<file path="src/rtl/bus_grant_scheduler.sv">
// Round-robin bus grant scheduler.
// Grants one of NUM_SRC bus sources at a time and registers a one-hot select
// word for the 32-to-5 bus encoder, together with the matching 5-bit index.
// Each tenure is capped at MAX_HOLD cycles. Every release is followed by one
// idle (GAP) cycle, so the encoder never sees two owners back to back.
module bus_grant_scheduler #(
   parameter int NUM_SRC  = 24,
   parameter int MAX_HOLD = 16,
   parameter int CNT_W    = 5
) (
   input  logic               clock,
   input  logic               clear,
   input  logic [NUM_SRC-1:0] req,
   input  logic [NUM_SRC-1:0] src_en,
   output logic [31:0]        grant,
   output logic [4:0]         grant_idx,
   output logic               bus_busy,
   output logic               timeout
);

   typedef enum logic [1:0] {
      IDLE = 2'd0,
      OWN  = 2'd1,
      GAP  = 2'd2
   } state_t;

   localparam logic [CNT_W-1:0] HOLD_LAST = CNT_W'(MAX_HOLD - 1);
   localparam logic [4:0]       LAST_SRC  = 5'(NUM_SRC - 1);
   localparam logic [4:0]       NO_GRANT  = 5'd31;

   state_t             state;
   state_t             state_nxt;
   logic [4:0]         rr_ptr;
   logic [4:0]         rr_ptr_nxt;
   logic [CNT_W-1:0]   hold_cnt;
   logic [CNT_W-1:0]   hold_cnt_nxt;
   logic [31:0]        grant_nxt;
   logic [4:0]         idx_nxt;
   logic               busy_nxt;
   logic               timeout_nxt;

   logic [NUM_SRC-1:0] elig;
   logic               any_elig;
   logic               owner_elig;
   logic               hold_limit;
   logic               release_own;
   logic               found_hi;
   logic [4:0]         win_hi;
   logic [4:0]         win_lo;
   logic [4:0]         winner;

   assign elig        = req & src_en;
   assign any_elig    = |elig;
   // The current owner is the single set bit of the registered grant word.
   assign owner_elig  = |(elig & grant[NUM_SRC-1:0]);
   assign hold_limit  = (hold_cnt == HOLD_LAST);
   assign release_own = !owner_elig || hold_limit;

   // Round-robin search: lowest eligible index at or above rr_ptr, otherwise wrap to the lowest eligible index.
   always_comb begin
      found_hi = 1'b0;
      win_hi   = 5'd0;
      win_lo   = 5'd0;
      for (int i = NUM_SRC - 1; i >= 0; i--) begin
         if (elig[i]) begin
            win_lo = 5'(i);
            if (5'(i) >= rr_ptr) begin
               win_hi   = 5'(i);
               found_hi = 1'b1;
            end
         end
      end
      winner = found_hi ? win_hi : win_lo;
   end

   // State register and registered outputs; clear drops the grant at once, with no GAP cycle.
   always_ff @(posedge clock or posedge clear) begin
      if (clear) begin
         state     <= IDLE;
         rr_ptr    <= 5'd0;
         hold_cnt  <= '0;
         grant     <= 32'd0;
         grant_idx <= NO_GRANT;
         bus_busy  <= 1'b0;
         timeout   <= 1'b0;
      end else begin
         state     <= state_nxt;
         rr_ptr    <= rr_ptr_nxt;
         hold_cnt  <= hold_cnt_nxt;
         grant     <= grant_nxt;
         grant_idx <= idx_nxt;
         bus_busy  <= busy_nxt;
         timeout   <= timeout_nxt;
      end
   end

   // Next-state logic: IDLE and GAP arbitrate, OWN holds until the owner drops out or the tenure cap is hit.
   always_comb begin
      state_nxt = state;
      case (state)
         IDLE:    if (any_elig) state_nxt = OWN;
         OWN:     if (release_own) state_nxt = GAP;
         GAP:     state_nxt = any_elig ? OWN : IDLE;
         default: state_nxt = IDLE;
      endcase
   end

   // Next values of grant, index, pointer and tenure counter for each state.
   always_comb begin
      grant_nxt    = grant;
      idx_nxt      = grant_idx;
      busy_nxt     = bus_busy;
      timeout_nxt  = 1'b0;
      rr_ptr_nxt   = rr_ptr;
      hold_cnt_nxt = hold_cnt;
      case (state)
         IDLE, GAP: begin
            if (any_elig) begin
               grant_nxt    = 32'd1 << winner;
               idx_nxt      = winner;
               busy_nxt     = 1'b1;
               hold_cnt_nxt = '0;
            end else begin
               grant_nxt = 32'd0;
               idx_nxt   = NO_GRANT;
               busy_nxt  = 1'b0;
            end
         end
         OWN: begin
            if (release_own) begin
               grant_nxt   = 32'd0;
               idx_nxt     = NO_GRANT;
               busy_nxt    = 1'b0;
               // A timeout is reported only when the owner still wanted the bus.
               timeout_nxt = owner_elig;
               rr_ptr_nxt  = (grant_idx == LAST_SRC) ? 5'd0 : grant_idx + 5'd1;
            end else begin
               hold_cnt_nxt = hold_cnt + CNT_W'(1);
            end
         end
         default: begin
            grant_nxt = 32'd0;
            idx_nxt   = NO_GRANT;
            busy_nxt  = 1'b0;
         end
      endcase
   end

endmodule

</file>
<file path="config.mk">
export PLATFORM = sky130hd
export DESIGN_NAME = bus_grant_scheduler
export DESIGN_NICKNAME = d
export VERILOG_FILES = /design/src/rtl/bus_grant_scheduler.sv
export SDC_FILE = /design/constraint.sdc
export NUM_CORES = 1
export LEC_CHECK = 0
export ABC_AREA = 1
export CORE_ASPECT_RATIO = 1.1
export CORE_MARGIN = 10
export CORE_UTILIZATION = 40
export DETAILED_ROUTE_END_ITERATION = 8
export DONT_BUFFER_PORTS = 1
export GPL_TIMING_DRIVEN = 0
export PLACE_DENSITY_LB_ADDON = 0.2
export SKIP_CTS_REPAIR_TIMING = 1
export SYNTH_ARGS = -nofsm -noshare
export SYNTH_HDL_FRONTEND = slang
export SYNTH_SLANG_ARGS = --single-unit
</file>
<file path="constraint.sdc">
create_clock -name clock -period 2.8 [get_ports clock]
set_input_delay 0.28 -clock clock [delete_from_list [all_inputs] [get_ports clock]]
set_output_delay 0.28 -clock clock [all_outputs]
set_load 0.05 [all_outputs]
</file>
Word level (Yosys, flattened, before mapping)
Cells that the tools add are included.
- register bits: 51
- bits of input ports: 50
- output and inout bits: 39
- word-level logic and storage cells: 194
- add/subtract/negate cells: 2
- order comparisons: 24
- eq/ne operators: 8
- shift-type cells: 1
- muxes and demuxes: 140
- bitwise operators: 2
- reductions and logical operators: 10
- operators by type and width (kind ; number):
    $mux W5 ; 78
    $mux W32 ; 2
    $pmux W32 S2 ; 1
    $mux W1 ; 53
    $and A24 B24 Y24 ; 2
    $reduce_or A24 Y1 ; 2
    $ge A4 B5 Y1 const A ; 8
    $ge A5 B5 Y1 const A ; 8
    $shl A1 B5 Y32 const A ; 1
    $ge A3 B5 Y1 const A ; 4
    $pmux W5 S2 ; 2
    $add A5 B1 Y5 const B ; 2
    $ge A1 B5 Y1 const A ; 2
    $ge A2 B5 Y1 const A ; 2
    $ne A2 B2 Y1 const B ; 4
    $pmux W2 S3 ; 1
    $eq A5 B4 Y1 const B ; 1
    $eq A5 B5 Y1 const B ; 1
    $mux W2 ; 2
    $reduce_and A2 Y1 ; 2
    $reduce_and A3 Y1 ; 1
    $eq A2 B1 Y1 const B ; 1
    $eq A2 B2 Y1 const B ; 1
    $logic_not A2 Y1 ; 1
    other kinds (5) ; 5

Depth between registers and ports, before layout
- depth in word-level cells: 53
- depth in mapped cells: 33
- depth with buffers taken out: 31

Least setup slack after synthesis
No wires, ideal clock.
- kind: flip-flop to flip-flop
- start: register rr_ptr[4]
- end: register grant[22]
- library setup time: 0.066 ns
- arrival: 2.215 ns
- data required time: 2.734 ns
- setup slack: 0.519 ns
- cell stages (with the launch flop): 34
- path buffers: 2
- clock period less this slack: 2.281 ns
- path through: dfrtp_1 -> buf_4 -> nand2_2 -> inv_1 -> nor2_2 -> nand2_1 -> nand2_1 -> nand2_1 -> nand2_1 -> nand2_1 -> nand2_1 -> nand2_1 -> nand2_1 -> nand2_1 -> nand2_1 -> nand2_1 -> nand2_1 -> nand2_1 -> nand2_1 -> nand2_1 -> nand2_1 -> nand2_1 -> nand2_1 -> nand2_1 -> nand2_1 -> nand2_1 -> nand2_1 -> nand2_1 -> nand2_2 -> nand2_4 -> buf_6 -> nor2_2 -> nand4_1 -> nand2_1
- longest elaborated chain between the ends: 53
- elaborated cells on any way between the ends: 124
- classes of those cells: order compare: 24; shift: 1; mux: 99
- RTL lines (element ; RTL line ; source):
    from (decl) ; 33 ; logic [4:0] rr_ptr;
    from (signal assigned) ; 88 ; rr_ptr <= rr_ptr_nxt;
    $ge A5 B5 Y1 ; 67 ; if (5'(i) >= rr_ptr) begin
    $mux W5 / $mux W1 (equally long branches) ; 67 ;
    $mux W5 / $mux W1 (equally long branches) ; 65 ; if (elig[i]) begin
    $mux W5 / $mux W1 (equally long branches) ; 67 ;
    $mux W5 / $mux W1 (equally long branches) ; 65 ;
    $mux W5 / $mux W1 (equally long branches) ; 67 ;
    $mux W5 / $mux W1 (equally long branches) ; 65 ;
    $mux W5 / $mux W1 (equally long branches) ; 67 ;
    (+37 left out) ; - ;
    $mux W5 / $mux W1 (equally long branches) ; 67 ;
    $mux W5 / $mux W1 (equally long branches) ; 65 ;
    $mux W5 / $mux W1 (equally long branches) ; 67 ;
    $mux W5 / $mux W1 (equally long branches) ; 65 ;
    $mux W5 (*) ; 73 ; winner = found_hi ? win_hi : win_lo;
    $shl A1 B5 Y32 (*) ; 119 ; grant_nxt = 32'd1 << winner;
    $mux W32 (*) ; 118 ; if (any_elig) begin
    $pmux W32 S2 (*) ; 116 ; case (state)
    to (signal assigned) ; 90 ; grant <= grant_nxt;
    to (decl) ; 15 ; output logic [31:0] grant,
Mark *: on every way between the ends. The rest lies on a longest branch, timed or not.
A chain may end at the register's enable or synchronous reset.

Worst setup path after layout
- start: register rr_ptr[4]
- end: register grant[7]
Same word-level chain as after synthesis.

==> impl_results.md <==
- Status: complete, no violations
- Die height: 116 um
- Routed WL per cell: 16.5 um
- Req. time, crit path: 3.03 ns
- Core area: 0.00832 sq mm
- Metal-1 WL: 3940 um
- N_diodes: 0
- Design Power: 4.55 mW
- DRC viols: 0
- Post-route cell area: 0.00393 sq mm
- Synth Instances: 491
- Num rows: 35
- Pre-CTS setup slack: -0.0400 ns
- CTS Sinks: 51
- RR Startpoint: rr_ptr[4]
- Max-cap violations: 0
- TritonCTS buffer count: 5
- Post-synthesis sequential area ratio: 0.380
- #FFs+latches synth: 51
- Syn_area_per_cell: 6.88 sq um
- Crit path DAT: 2.90 ns
- Biggest area consumer among synthesized cells: dfrtp_1
- Critical Path End Type: flop
- Vias/cell: 5.21
- Slew @ Worst Pin: 0.572 ns
- Placed Area: 0.00354 sq mm
- Max frequency: 0.375 GHz
- Number of nets in the layout: 571
- DR WL met3: 877 um
- Cell area after synthesis: 0.00338 sq mm
- Port bufs: 0
- Vias: 3282
- Post-synth EDFFs: 0
- CTS Root Cell: clkbuf_8
- R2r endpoint: grant[7]
- CTS tree: done
- Distinct cells, synth: 45
- HP Class: in2async
- Grt ovf: 0
- DR iter-0 viols: 183
- Initial Utilization: 0.406
- R2R depth: 16
- Clk_skew: 0.0124 ns
- Worst slew margin: 0.619
- Asr flop ratio synth: 1.00
- Die area: 0.0125 sq mm
- Vias in the first global route: 3142
- Post-synth top area share: 0.341
- FF-to-FF setup slack: 0.14 ns
- Final hold vios: 0
- Clock Tree Buf Depth: 2
- Skew-Pair Late Insertion Delay: 0.31 ns
- Largest net degree at the start of global routing: 44
- Area Overhead vs Synth: 16.4%
- Htree depth: 2
- Crit Path Class: reg2reg
- Main flop type after synthesis: dfrtp_1
- Post-Route Utilization: 0.472
- Peak VDD IR: 0.610 mV
- Unrepaired setup endpoints after global routing: true
- Worst Path Max Fanout: 10
- Max Slew Vio Count: 0
- Placed Cells: 603
- Tot GR Track Use: 0.162
- Yosys warns: 0
- Final setup viols: 0
- Die extent in x: 108 um
- PwrDens: 1160 mW/mm^2
- Routability Congestion: 0.898
- Top Layer Used: met4
- Clock-pin slew on the worst setup and hold paths: 0.09 ns
- Wirelength, routed: 10400 um
- Syn_nets: 544
- Period utilization: 0.951
- Hpwl dp: 8380 um
- DRT Pass-1 Iters: 4
- Initial antenna violation count: 0
- Leakage power of the design: 2.00 nW
- Final min period: 2.66 ns
- Routed Antenna Nets: 0
- Final WS setup: 0.136 ns
- Io pins: 89
- Top post-synthesis cells by area: dfrtp_1 (34%), nand2_1 (16%), inv_1 (9.2%)
- First-pass GRT wire length: 16000 um
- Share of cells above drive strength 1: 0.171
- Crit start category: flop
- Detailed-routed wire length on met2: 5310 um
- Post-route insts no fill: 630
==> sequential cells by signal, summed over array words and instances (netlist names) <==
| name | flops |
|---|---|
| rr_ptr | 5 |
| grant | 32 |
| state | 2 |
| grant_idx | 5 |
| hold_cnt | 5 |
| bus_busy | 1 |
| timeout | 1 |
==> synth_stat cells (all sizes together) (7+ instances only) <==
library cell / instances
nand2: 149
inv: 88
nor2: 54
dfrtp: 46
o21ai: 28
nand3: 23
nand4: 17
o21bai: 13
nor3: 12
a21oi: 8
o211ai: 7
==> metal layers <==
metal / global-route usage / vias to the layer above
met5: 0 / -
met3: 0.0464 / 17
met1: 0.185 / 1536
met4: 0.0544 / 0
met2: 0.283 / 98
li1: - / 1631
==> layout make-up <==
class                      instances  area, sq um
buffer                             9         63.8
sequential                        51         1290
multi-input combinational        341         1810
inverter                          90          350
timing repair buffer              20          169
tap                              111          139
clock inverter                     2         38.8
clock buffer                       6         72.6
fill                             842         4390
==> through the flow <==
stage / setup TNS (ns) / hold WS [ns]
global route: -2.80 / 0.344
detailed placement: -0.126 / 0.0964
floorplan: 0 / 0.503
finish: 0 / 0.326
CTS: -0.674 / -0.246
global placement: -0.218 / 0.526
==> worst max-delay path, cell delays in order, from the launching register on <==
cell and delay [ns]:
dfrtp_1 0.35, buf_6 0.15, inv_2 0.09, nand3_2 0.13
o21ai_1 0.07, nand2_1 0.09, nand2_1 0.07, inv_1 0.07
nand2_1 0.08, nor2_1 0.13, nand2_1 0.10, nor3_4 0.30
o21ai_0 0.14, nand2_1 0.24, clkbuf_4 0.28, nand4_4 0.13
o21bai_1 0.15
==> report_power, final <==
group / leakage [nW] / switching [mW] / internal (mW)
combinational: 1.27 / 1.60 / 0.873
clock: 0.0558 / 0.249 / 0.270
sequential: 0.673 / 0.622 / 0.939
==> how the worst max path moves through the flow <==
stage,start,endpoint,slack (ns)
6_report,rr_ptr[4],grant[7],0.14
5_1_grt,rr_ptr[4],grant[0],-0.20
4_1_cts,rr_ptr[2],grant[2],-0.09
3_5_place_dp,rr_ptr[2],grant[2],-0.04
3_3_place_gp,rr_ptr[2],grant[2],-0.07
2_1_floorplan,rr_ptr[4],grant[22],0.52
==> placed cells by master, fill, tap and decap left out, types with 4 or more instances in the layout <==
cell      count
nand2_1     139
inv_1        78
nor2_1       46
dfrtp_1      42
o21ai_0      24
nand3_1      21
buf_4        18
nand4_1      13
o21bai_1     12
nor3_1        8
a21oi_1       7
inv_2         6
o211ai_1      6
nor4_1        5
nand2_4       5
inv_4         5
nand2_2       5
clkbuf_8      5
dfstp_2       5
nor2_4        4
nor2_2        4
a31oi_1       4
dfrtp_2       4
==> kinds of logic (layout without fill, tap and decap cells) <==
family | after synthesis | after routing | synth area share
buffers and inverters | 99 | 127 | 0.115
flip-flops | 51 | 51 | 0.380
adder cells (fa/ha/maj) | 3 | 3 | 0.0111
AND/OR/NAND/NOR | 266 | 266 | 0.355
AO/OA/AOI/OAI | 72 | 72 | 0.139
No activity file was read; power rests on OpenSTA's default activity.
